$ cat config.mk
export PLATFORM = sky130hd
export DESIGN_NAME = interrupt_controller
export DESIGN_NICKNAME = d
export VERILOG_FILES = /design/src/rtl/interrupt_pkg.sv /design/src/rtl/sync_chain.sv /design/src/rtl/interrupt_controller.sv
export SDC_FILE = /design/constraint.sdc
export NUM_CORES = 1
export LEC_CHECK = 0
export CAP_MARGIN = 20
export CORE_AREA = 2 2 39 41
export CTS_BUF_LIST = sky130_fd_sc_hd__clkbuf_4 sky130_fd_sc_hd__clkbuf_8 sky130_fd_sc_hd__clkbuf_16
export DETAILED_ROUTE_END_ITERATION = 7
export DIE_AREA = 0 0 41 43
export PLACE_DENSITY = 0.57
export RECOVER_POWER = 100
export SLEW_MARGIN = 20
export SYNTH_ARGS = -nofsm -noshare
export SYNTH_HDL_FRONTEND = slang
export SYNTH_SLANG_ARGS = --single-unit
$ cat constraint.sdc
create_clock -name clk -period 1.8 [get_ports clk]
set_clock_uncertainty 0.1 [all_clocks]
set_input_delay 0.54 -clock clk [delete_from_list [all_inputs] [get_ports clk]]
set_output_delay 0.54 -clock clk [all_outputs]
set_load 0.01 [all_outputs]
$ cat src/rtl/interrupt_pkg.sv
// Shared types and step encodings for the interrupt entry sequence.
package interrupt_pkg;

  typedef enum logic [1:0] {
    IDLE,
    WAIT_SAFE,
    SEQ,
    ISR
  } int_state_t;

  localparam int STEP_PUSH_PC_HI = 0;
  localparam int STEP_PUSH_PC_LO = 1;
  localparam int STEP_PUSH_FLAGS = 2;
  localparam int STEP_VECTOR     = 3;

endpackage

$ cat src/rtl/sync_chain.sv
// Multi-flop synchroniser for a single asynchronous input bit.
module sync_chain #(
  parameter int STAGES = 2
) (
  input  logic clk,
  input  logic rst,
  input  logic d,
  output logic q
);

  logic [STAGES-1:0] sync_q;
  logic [STAGES-1:0] sync_d;

  always_comb begin
    sync_d = {sync_q[STAGES-2:0], d};
  end

  always_ff @(posedge clk) begin
    if (rst) begin
      sync_q <= '0;
    end else begin
      sync_q <= sync_d;
    end
  end

  assign q = sync_q[STAGES-1];

endmodule

$ cat src/rtl/interrupt_controller.sv
// Interrupt entry sequencer in front of the core.
// Build option IRQ_EDGE_TRIGGER_EN selects edge (vs level) request trigger.
module interrupt_controller
  import interrupt_pkg::*;
#(
  parameter int SYNC_STAGES = 2,
  parameter int SEQ_LEN     = 4,
  parameter int STEP_W      = 2
) (
  input  logic              clk,
  input  logic              rst,
  input  logic              irq_req,
  input  logic              stall,
  input  logic              flush_pending,
  input  logic              rti_retire,
  output logic              interrupt_signal,
  output logic [STEP_W-1:0] int_step,
  output logic              int_active,
  output logic              irq_pending
);

  localparam logic [STEP_W-1:0] STEP_LAST =
    STEP_W'(SEQ_LEN - 1);

  int_state_t        state_q, state_d;
  logic [STEP_W-1:0] step_q, step_d;
  logic              pending_q, pending_d;
  logic              irq_s;
  logic              trigger;

  sync_chain #(
    .STAGES (SYNC_STAGES)
  ) u_sync (
    .clk (clk),
    .rst (rst),
    .d   (irq_req),
    .q   (irq_s)
  );

`ifdef IRQ_EDGE_TRIGGER_EN
  logic irq_prev_q;
  logic irq_prev_d;

  always_comb begin
    irq_prev_d = irq_s;
  end

  always_ff @(posedge clk) begin
    if (rst) begin
      irq_prev_q <= 1'b0;
    end else begin
      irq_prev_q <= irq_prev_d;
    end
  end

  assign trigger = irq_s & ~irq_prev_q;
`else
  assign trigger = irq_s;
`endif

  // Only SEQ entry clears pending, so a new trigger always survives in ISR.
  always_comb begin
    state_d   = state_q;
    step_d    = step_q;
    pending_d = pending_q;
    if (trigger) begin
      pending_d = 1'b1;
    end
    unique case (state_q)
      IDLE: begin
        if (pending_q) begin
          state_d = WAIT_SAFE;
        end
      end
      WAIT_SAFE: begin
        if (!stall && !flush_pending) begin
          state_d   = SEQ;
          step_d    = '0;
          pending_d = 1'b0;
        end
      end
      SEQ: begin
        if (!stall) begin
          if (step_q == STEP_LAST) begin
            state_d = ISR;
            step_d  = '0;
          end else begin
            step_d = step_q + 1'b1;
          end
        end
      end
      ISR: begin
        if (rti_retire) begin
          state_d = IDLE;
        end
      end
      default: begin
        state_d = IDLE;
      end
    endcase
  end

  always_ff @(posedge clk) begin
    if (rst) begin
      state_q   <= IDLE;
      step_q    <= '0;
      pending_q <= 1'b0;
    end else begin
      state_q   <= state_d;
      step_q    <= step_d;
      pending_q <= pending_d;
    end
  end

  assign interrupt_signal = (state_q == SEQ);
  assign int_step         = step_q;
  assign int_active       = (state_q == SEQ) ||
                            (state_q == ISR);
  assign irq_pending      = pending_q;

endmodule
==> results of run 1 <==
[critical path: stages (launching register included)]
cell,delay (ns)
dfxtp_2,0.34
inv_2,0.05
ha_4,0.15
or2_1,0.19
buf_2,0.13
[registers in the layout (all words and copies together), names as in the netlist]
| signal | cells |
|---|---|
| int_step | 2 |
| state_q | 2 |
| u_sync.sync_q | 2 |
| irq_pending | 1 |
[path summary, 6_finish.rpt]
path / cells after the start / slack, ns / from / endpoint
setup / recovery: 4 / 0.04 / state_q[0]$_SDFFE_PP0P_ / int_active
hold reg to reg: 1 / 0.34 / u_sync.sync_q[0]$_SDFF_PP0_ / u_sync.sync_q[1]$_SDFF_PP0_
setup reg to reg: 7 / 0.19 / state_q[0]$_SDFFE_PP0P_ / state_q[0]$_SDFFE_PP0P_
hold / removal: 1 / 0.34 / u_sync.sync_q[0]$_SDFF_PP0_ / u_sync.sync_q[1]$_SDFF_PP0_
[area by class of cell]
cell class                 instances  area share (%)
timing repair buffer              16            22.4
tap                               16            3.49
clock buffer                       4            5.23
sequential                         7            24.8
inverter                           4            2.61
multi-input combinational         32            41.4
[Yosys cell counts (all sizes together)]
cell type	instances
nand2	3
nor2	7
mux2i	2
nand3	1
a21oi	2
dfxtp	7
inv	4
nand2b	3
o41ai	1
o21ai	3
or2	1
clkbuf	1
ha	5
nor2b	2
a211oi	1
o221ai	1
[metal layers]
metal / vias to the layer above / GRT usage [%]
met1: 147 / 14.1
li1: 185 / -
met3: 2 / 4.71
met4: 0 / 10.0
met5: - / 0
met2: 9 / 13.1
[timing repair]
action / CTS / global route
setup endpoints to repair: 4 / 2
resized for setup: 13 / 4
setup buffers: 0 / 1
pin swaps: 1 / 0
[power groups by stage]
stage	clock [W]	combinational [W]	sequential, W
after detailed placement	0	0.000232	0.000188
after floorplan	0	0.000153	0.000187
final	0.000157	0.000226	0.000191
after global placement	0	0.000231	0.000187
after CTS	0.000167	0.000225	0.000188
after global routing	0.000179	0.000259	0.000194
[through the flow]
stage | TNS (ns) | utilization, % | cell area [um^2] | setup WS [ns]
2_1_floorplan | 0 | - | 389 | 0.179
3_3_place_gp | -0.159 | 39.2 | 543 | -0.112
3_5_place_dp | -0.223 | 39.2 | 543 | -0.147
4_1_cts | 0 | 40.8 | 564 | 0.00416
5_1_grt | -0.0303 | 41.5 | 574 | -0.0303
6_report | 0 | 41.5 | 574 | 0.0389
[cells by family after synthesis]
| family | count (synthesis) |
|---|---|
| flops | 7 |
| fa+ha+maj | 5 |
| mux | 2 |
| simple gates | 17 |
| buf+inv | 5 |
| compound gates | 8 |
==> summary.md, run 1 <==
| Metric | Value |
|---|---|
| Status | finished, final reports clean |
| WL final | 733 um |
| CTS buffer count | 3 |
| Sequential share of power | 33.3% |
| Reg area | between 100 and 150 um^2 |
| CP Max Fanout | 3 |
| Row Count | 14 |
| Startpoint Class | flop |
| CTS clk-pin slew, worst paths | roughly 0.050 ns |
| Post-Synth Simple-Gate Area | approximately 21% |
| Placer Congestion | 0.661 |
| TritonCTS clock tree | done |
| CORE AREA | 1380 um^2 |
| Internal power | about 0.00039 W |
| Cells after Synth | 44 |
| Class of the worst hold path | reg -> reg |
| Final min period | 1.76 ns |
| Worst slew pin tran | roughly 0.32 ns |
| Critical path data arrival time | ~1.1 ns |
| Worst skew pair latency | 0.25 ns |
| Combinational share of power | about two fifths |
| Initial Util | 28.1% |
| Nets@finish | 75 |
| Final setup fails | 0 |
| First-pass GRT wire length | 1260 um |
| Filler Cell Count | 158 |
| Via count | 343 |
| Area leader, netlist | dfxtp_1 |
| Synth area leaders | dfxtp_1 36%, ha_1 16%, nor2_1 6.8% |
| Req. time, crit path | 1.16 ns |
| WS Path Type | reg -> out |
| Max Freq | between 500 and 600 MHz |
| Layout area overhead | 47.6% |
| Final Hold Viols | 0 |
| Met3 wire length | 50 um |
| Final Power | 0.000573 W |
| Detailed Place HPWL | 573 um |
| Mux cell area share after synthesis | 5.14% |
| Via density | 4.34 |
| Sw power | around 0.00018 W |
| Worst hold margin | 0.335 ns |
| Ports | 11 |
| Synthesized flop and latch total | 7 |
| Power density over the cells | between 900 and 1000 nW/um^2 |
| Initial antenna violation count | 0 |
| Clock Tree Root | clkbuf_4 |
| Slew headroom | 78.2% |
| Pleak | between 0.2 and 0.3 nW |
| DRC viols | 0 |
| Clock group share of total power | 27.4% |
| Final Max Slew Viols | 0 |
| Port bufs | 10 |
| Met2 WL | 307 um |
| Layout cell share with drive strength beyond 1 | between 20% and 30% |
| Most common cell after layout, fill and taps aside | nor2_1 |
| Die ar. | roughly 1800 um^2 |
| Yosys cell types | 17 |
| Die X | slightly above 40 um |
| Top layer in use | met4 |
| Crit path capture type | output port |
| Final worst-path cycle share | 97.8% |
| Post-synth top area share | 36.0% |
| WL per Instance | 9.28 um |
| Register area share after synthesis | 36.0% |
| Xor/xnor cell area share of the yosys netlist | 0% |
| Hold-fix buffers, CTS | 0 |
| Post-synthesis average cell area | slightly below 9 um^2 |
| H-Tree Depth | 1 |
| Max rail drop VDD | 0.340 mV |
| Largest family of logic cells by synthesized area | simple AND/OR/NAND/NOR gates |
| Antenna cells | 0 |
| Yosys warnings | 0 |
| # Max-Cap Violations | 0 |
| Vias in the first global route | 315 |
| Drt pass-1 iters | 4 |
| Synthesized cell area | just under 400 um^2 |
| Switch share | about a third |
| Largest net degree at the start of global routing | 7 |
| Synth Area in Adders | 16.1% |
| Multi-input logic area | 238 um^2 |
| DRT met1 WL | roughly 360 um |
| CTS sink cnt | 7 |
| RSZ-0062 raised after global routing | yes |
| Syn Nets | 55 |
| Compound-Gate Fraction of Synth Area | 17.4% |
| Drt first-iter violations | 4 |
| Clock buffer depth | 2 |
| Post-route ant nets | 0 |
| Commonest cells after routing, fill and taps aside | 7 x nor2_1, 5 x dfxtp_1, 5 x buf_4 |
| GRT Overall Usage | 11.0% |
| Non-filler cells in the finished layout | 79 |
| Die height | 43 um |
| Remaining global-route overflow | 0 |
| Placed Cells | 74 |
(Power assumes the default switching activity.)
==> run 2, diff against run 1 <==
--- a/config.mk
+++ b/config.mk
@@ -5,7 +5,7 @@
 export SDC_FILE = /design/constraint.sdc
 export NUM_CORES = 1
 export LEC_CHECK = 0
-export CAP_MARGIN = 20
+export CAP_MARGIN = 5
 export CORE_AREA = 2 2 39 41
 export CTS_BUF_LIST = sky130_fd_sc_hd__clkbuf_4 sky130_fd_sc_hd__clkbuf_8 sky130_fd_sc_hd__clkbuf_16
 export DETAILED_ROUTE_END_ITERATION = 7
==> results of run 2 <==
The final DEF is identical to that of run 1; final timing and power are the same.
==> run 3, diff against run 2 <==
==> constraint.sdc (replaced) <==
create_clock -name clk -period 2.3 [get_ports clk]
set_clock_uncertainty 0.1 [all_clocks]
set_input_delay 0.69 -clock clk [delete_from_list [all_inputs] [get_ports clk]]
set_output_delay 0.69 -clock clk [all_outputs]
set_load 0.01 [all_outputs]
==> run 3 against run 2 <==
Sequential share of layout area grew 1.9 points; global-route usage fell by 0.71 points; highest routed layer unchanged; non-clock buffer count decreased by 5; first-iteration DRC count down 50%; clock power decreased by 23%; combinational power is 38% lower; cell count down 6.3%; flip-flop and latch count unchanged; via count stayed put.
==> summary.md, run 3 (synthesis results as in run 1) <==
| Metric | Value |
|---|---|
| Status | finished, final reports clean (unchanged) |
| Final Max Slew Viols | 0 (unchanged) |
| WS Path Type | reg -> out (unchanged) |
| R2r startpoint | state_q[0]$_SDFFE_PP0P_ (unchanged) |
| Startpoint Class | flop (unchanged) |
| Nets@finish | 70 (was 75) |
| CTS buffer count | 3 (unchanged) |
| Drt first-iter violations | 2 (was 4) |
| Max Freq | 463 MHz |
| Finished Cell Area | 524 um^2 (was 574 um^2) |
| Ports | 11 (unchanged) |
| Critical Path End | int_active (unchanged) |
| R2R Path End | state_q[0]$_SDFFE_PP0P_ (unchanged) |
| DRC viols | 0 (unchanged) |
| First-pass GRT wire length | 1150 um (was 1260 um) |
| Req. time, crit path | 1.51 ns (was 1.16 ns) |
| Row Count | 14 (unchanged) |
| Die height | 43 um (unchanged) |
| Largest net degree at the start of global routing | 10 (was 7) |
| Via density | 4.64 (was 4.34) |
| RSZ-0062 raised after global routing | no (was yes) |
| Slew headroom | 79.5% (was 78.2%) |
| Setup TNS | 0 ns (unchanged) |
| Initial Util | 28.1% (unchanged) |
| Port bufs | 10 (unchanged) |
| Layout area overhead | 34.7% (was 47.6%) |
| Remaining global-route overflow | 0 (unchanged) |
| Detailed Place HPWL | 623 um (was 573 um) |
| Internal reg-to-reg setup slack | 0.61 ns (was 0.19 ns) |
| Drt pass-1 iters | 4 (unchanged) |
| Die X | 41 um (unchanged) |
| Pleak | 0.251 nW (was 0.263 nW) |
| Via count | 343 (unchanged) |
| Critical path startpoint | state_q[0]$_SDFFE_PP0P_ (unchanged) |
| Commonest cells after routing, fill and taps aside | 7 x nor2_1, 7 x dfxtp_1, 5 x ha_1, 5 x dlygate4sd3_1 (was 7 x nor2_1, 5 x dfxtp_1, 5 x buf_4) |
| Die ar. | 1760 um^2 (unchanged) |
| Final min period | between 2 and 2.5 ns |
| # Max-Cap Violations | 0 (unchanged) |
| Worst R2R Path Depth | 6 (was 7) |
| WL per Instance | 9.99 um (was 9.28 um) |
| Final worst-path cycle share | 93.9% |
| H-Tree Depth | 1 (unchanged) |
| Worst slew pin tran | 0.305 ns (was 0.323 ns) |
| Layout cell share with drive strength beyond 1 | 10.3% (was 28.6%) |
| Power density over the cells | 776 nW/um^2 (was 998 nW/um^2) |
| Max rail drop VDD | 0.293 mV (was 0.340 mV) |
| Antenna cells | 0 (unchanged) |
| Initial antenna violation count | 0 (unchanged) |
| CORE AREA | 1380 um^2 (unchanged) |
| TritonCTS clock tree | done (unchanged) |
| Class of the worst hold path | reg -> reg (unchanged) |
| Critical path data arrival time | 1.37 ns (was 1.12 ns) |
| Final Power | 0.000407 W (was 0.000573 W) |
| Post-route ant nets | 0 (unchanged) |
| Clock Tree Root | clkbuf_4 (unchanged) |
| Post-place instance area | 513 um^2 (was 543 um^2) |
| Vias in the first global route | 308 (was 315) |
| GRT Overall Usage | 10.3% (was 11.0%) |
| CP Max Fanout | 3 (unchanged) |
| WL final | 739 um (was 733 um) |
| Filler Cell Count | 153 (was 158) |
| Worst skew pair latency | 0.24 ns (was 0.25 ns) |
| Crit path capture type | output port (unchanged) |
| CTS sink cnt | 7 (unchanged) |
| Final setup fails | 0 (unchanged) |
| Placer Congestion | 0.644 (was 0.661) |
| CTS clk-pin slew, worst paths | 0.05 ns (about the same) |
| Final Hold Viols | 0 (unchanged) |
| Clock buffer depth | 2 (unchanged) |
run 3: through the flow:
| step | setup slack, ns | hold slack [ns] | std cells | utilization (%) |
|---|---|---|---|---|
| 2_1_floorplan | 0.529 | 0.314 | 44 | - |
| 3_3_place_gp | 0.219 | 0.320 | 70 | 37.1 |
| 3_5_place_dp | 0.194 | 0.340 | 70 | 37.1 |
| 4_1_cts | 0.125 | 0.352 | 74 | 39.1 |
| 5_1_grt | 0.0565 | 0.369 | 74 | 37.9 |
| 6_report | 0.140 | 0.344 | 74 | 37.9 |
run 3: layout make-up:
class / instances / area (um^2) / share of cell area [%]
clock buffer: 4 / 30.0 / 5.73
inverter: 4 / 15.0 / 2.86
multi-input combinational: 32 / 216 / 41.3
sequential: 7 / 140 / 26.7
tap: 16 / 20.0 / 3.82
timing repair buffer: 11 / 103 / 19.6
run 3: layer usage:
| metal | vias to the layer above | global-route usage [%] | share of wire (%) |
|---|---|---|---|
| met5 | - | 0 | 0 |
| met3 | 4 | 5.24 | 6.2 |
| li1 | 173 | - | - |
| met2 | 11 | 15.9 | 45 |
| met4 | 0 | 8.00 | 4.1 |
| met1 | 155 | 9.62 | 44 |
run 3: how the worst min path moves through the flow:
stage / start / to / slack, ns / cells past startpoint
floorplan: u_sync.sync_q[0]$_SDFF_PP0_ / u_sync.sync_q[1]$_SDFF_PP0_ / 0.31 / 1
global placement: u_sync.sync_q[0]$_SDFF_PP0_ / u_sync.sync_q[1]$_SDFF_PP0_ / 0.32 / 1
detailed placement: u_sync.sync_q[0]$_SDFF_PP0_ / u_sync.sync_q[1]$_SDFF_PP0_ / 0.34 / 1
CTS: u_sync.sync_q[0]$_SDFF_PP0_ / u_sync.sync_q[1]$_SDFF_PP0_ / 0.35 / 1
global route: u_sync.sync_q[0]$_SDFF_PP0_ / u_sync.sync_q[1]$_SDFF_PP0_ / 0.37 / 1
finish: u_sync.sync_q[0]$_SDFF_PP0_ / u_sync.sync_q[1]$_SDFF_PP0_ / 0.34 / 1
run 3: what timing repair did:
action / in CTS / in global routing
buffers inserted: 0 / 0
hold endpoints to repair: 0 / 0
setup endpoints to repair: 2 / 0
hold buffers: 0 / 0
gates resized for setup: 2 / 0
run 3: power by group:
group | leakage (nW) | internal, W | switching (W)
combinational | 0.175 | 0.0000646 | 0.0000765
clock | 0.0184 | 0.0000778 | 0.0000430
sequential | 0.0572 | 0.000135 | 0.0000100
total | 0.251 | 0.000277 | 0.000129
run 3: worst max-delay path: stages (launching register included):
cell	delay, ns
dfxtp_1	0.35
inv_1	0.08
ha_1	0.20
or2_1	0.22
dlygate4sd2_1	0.28
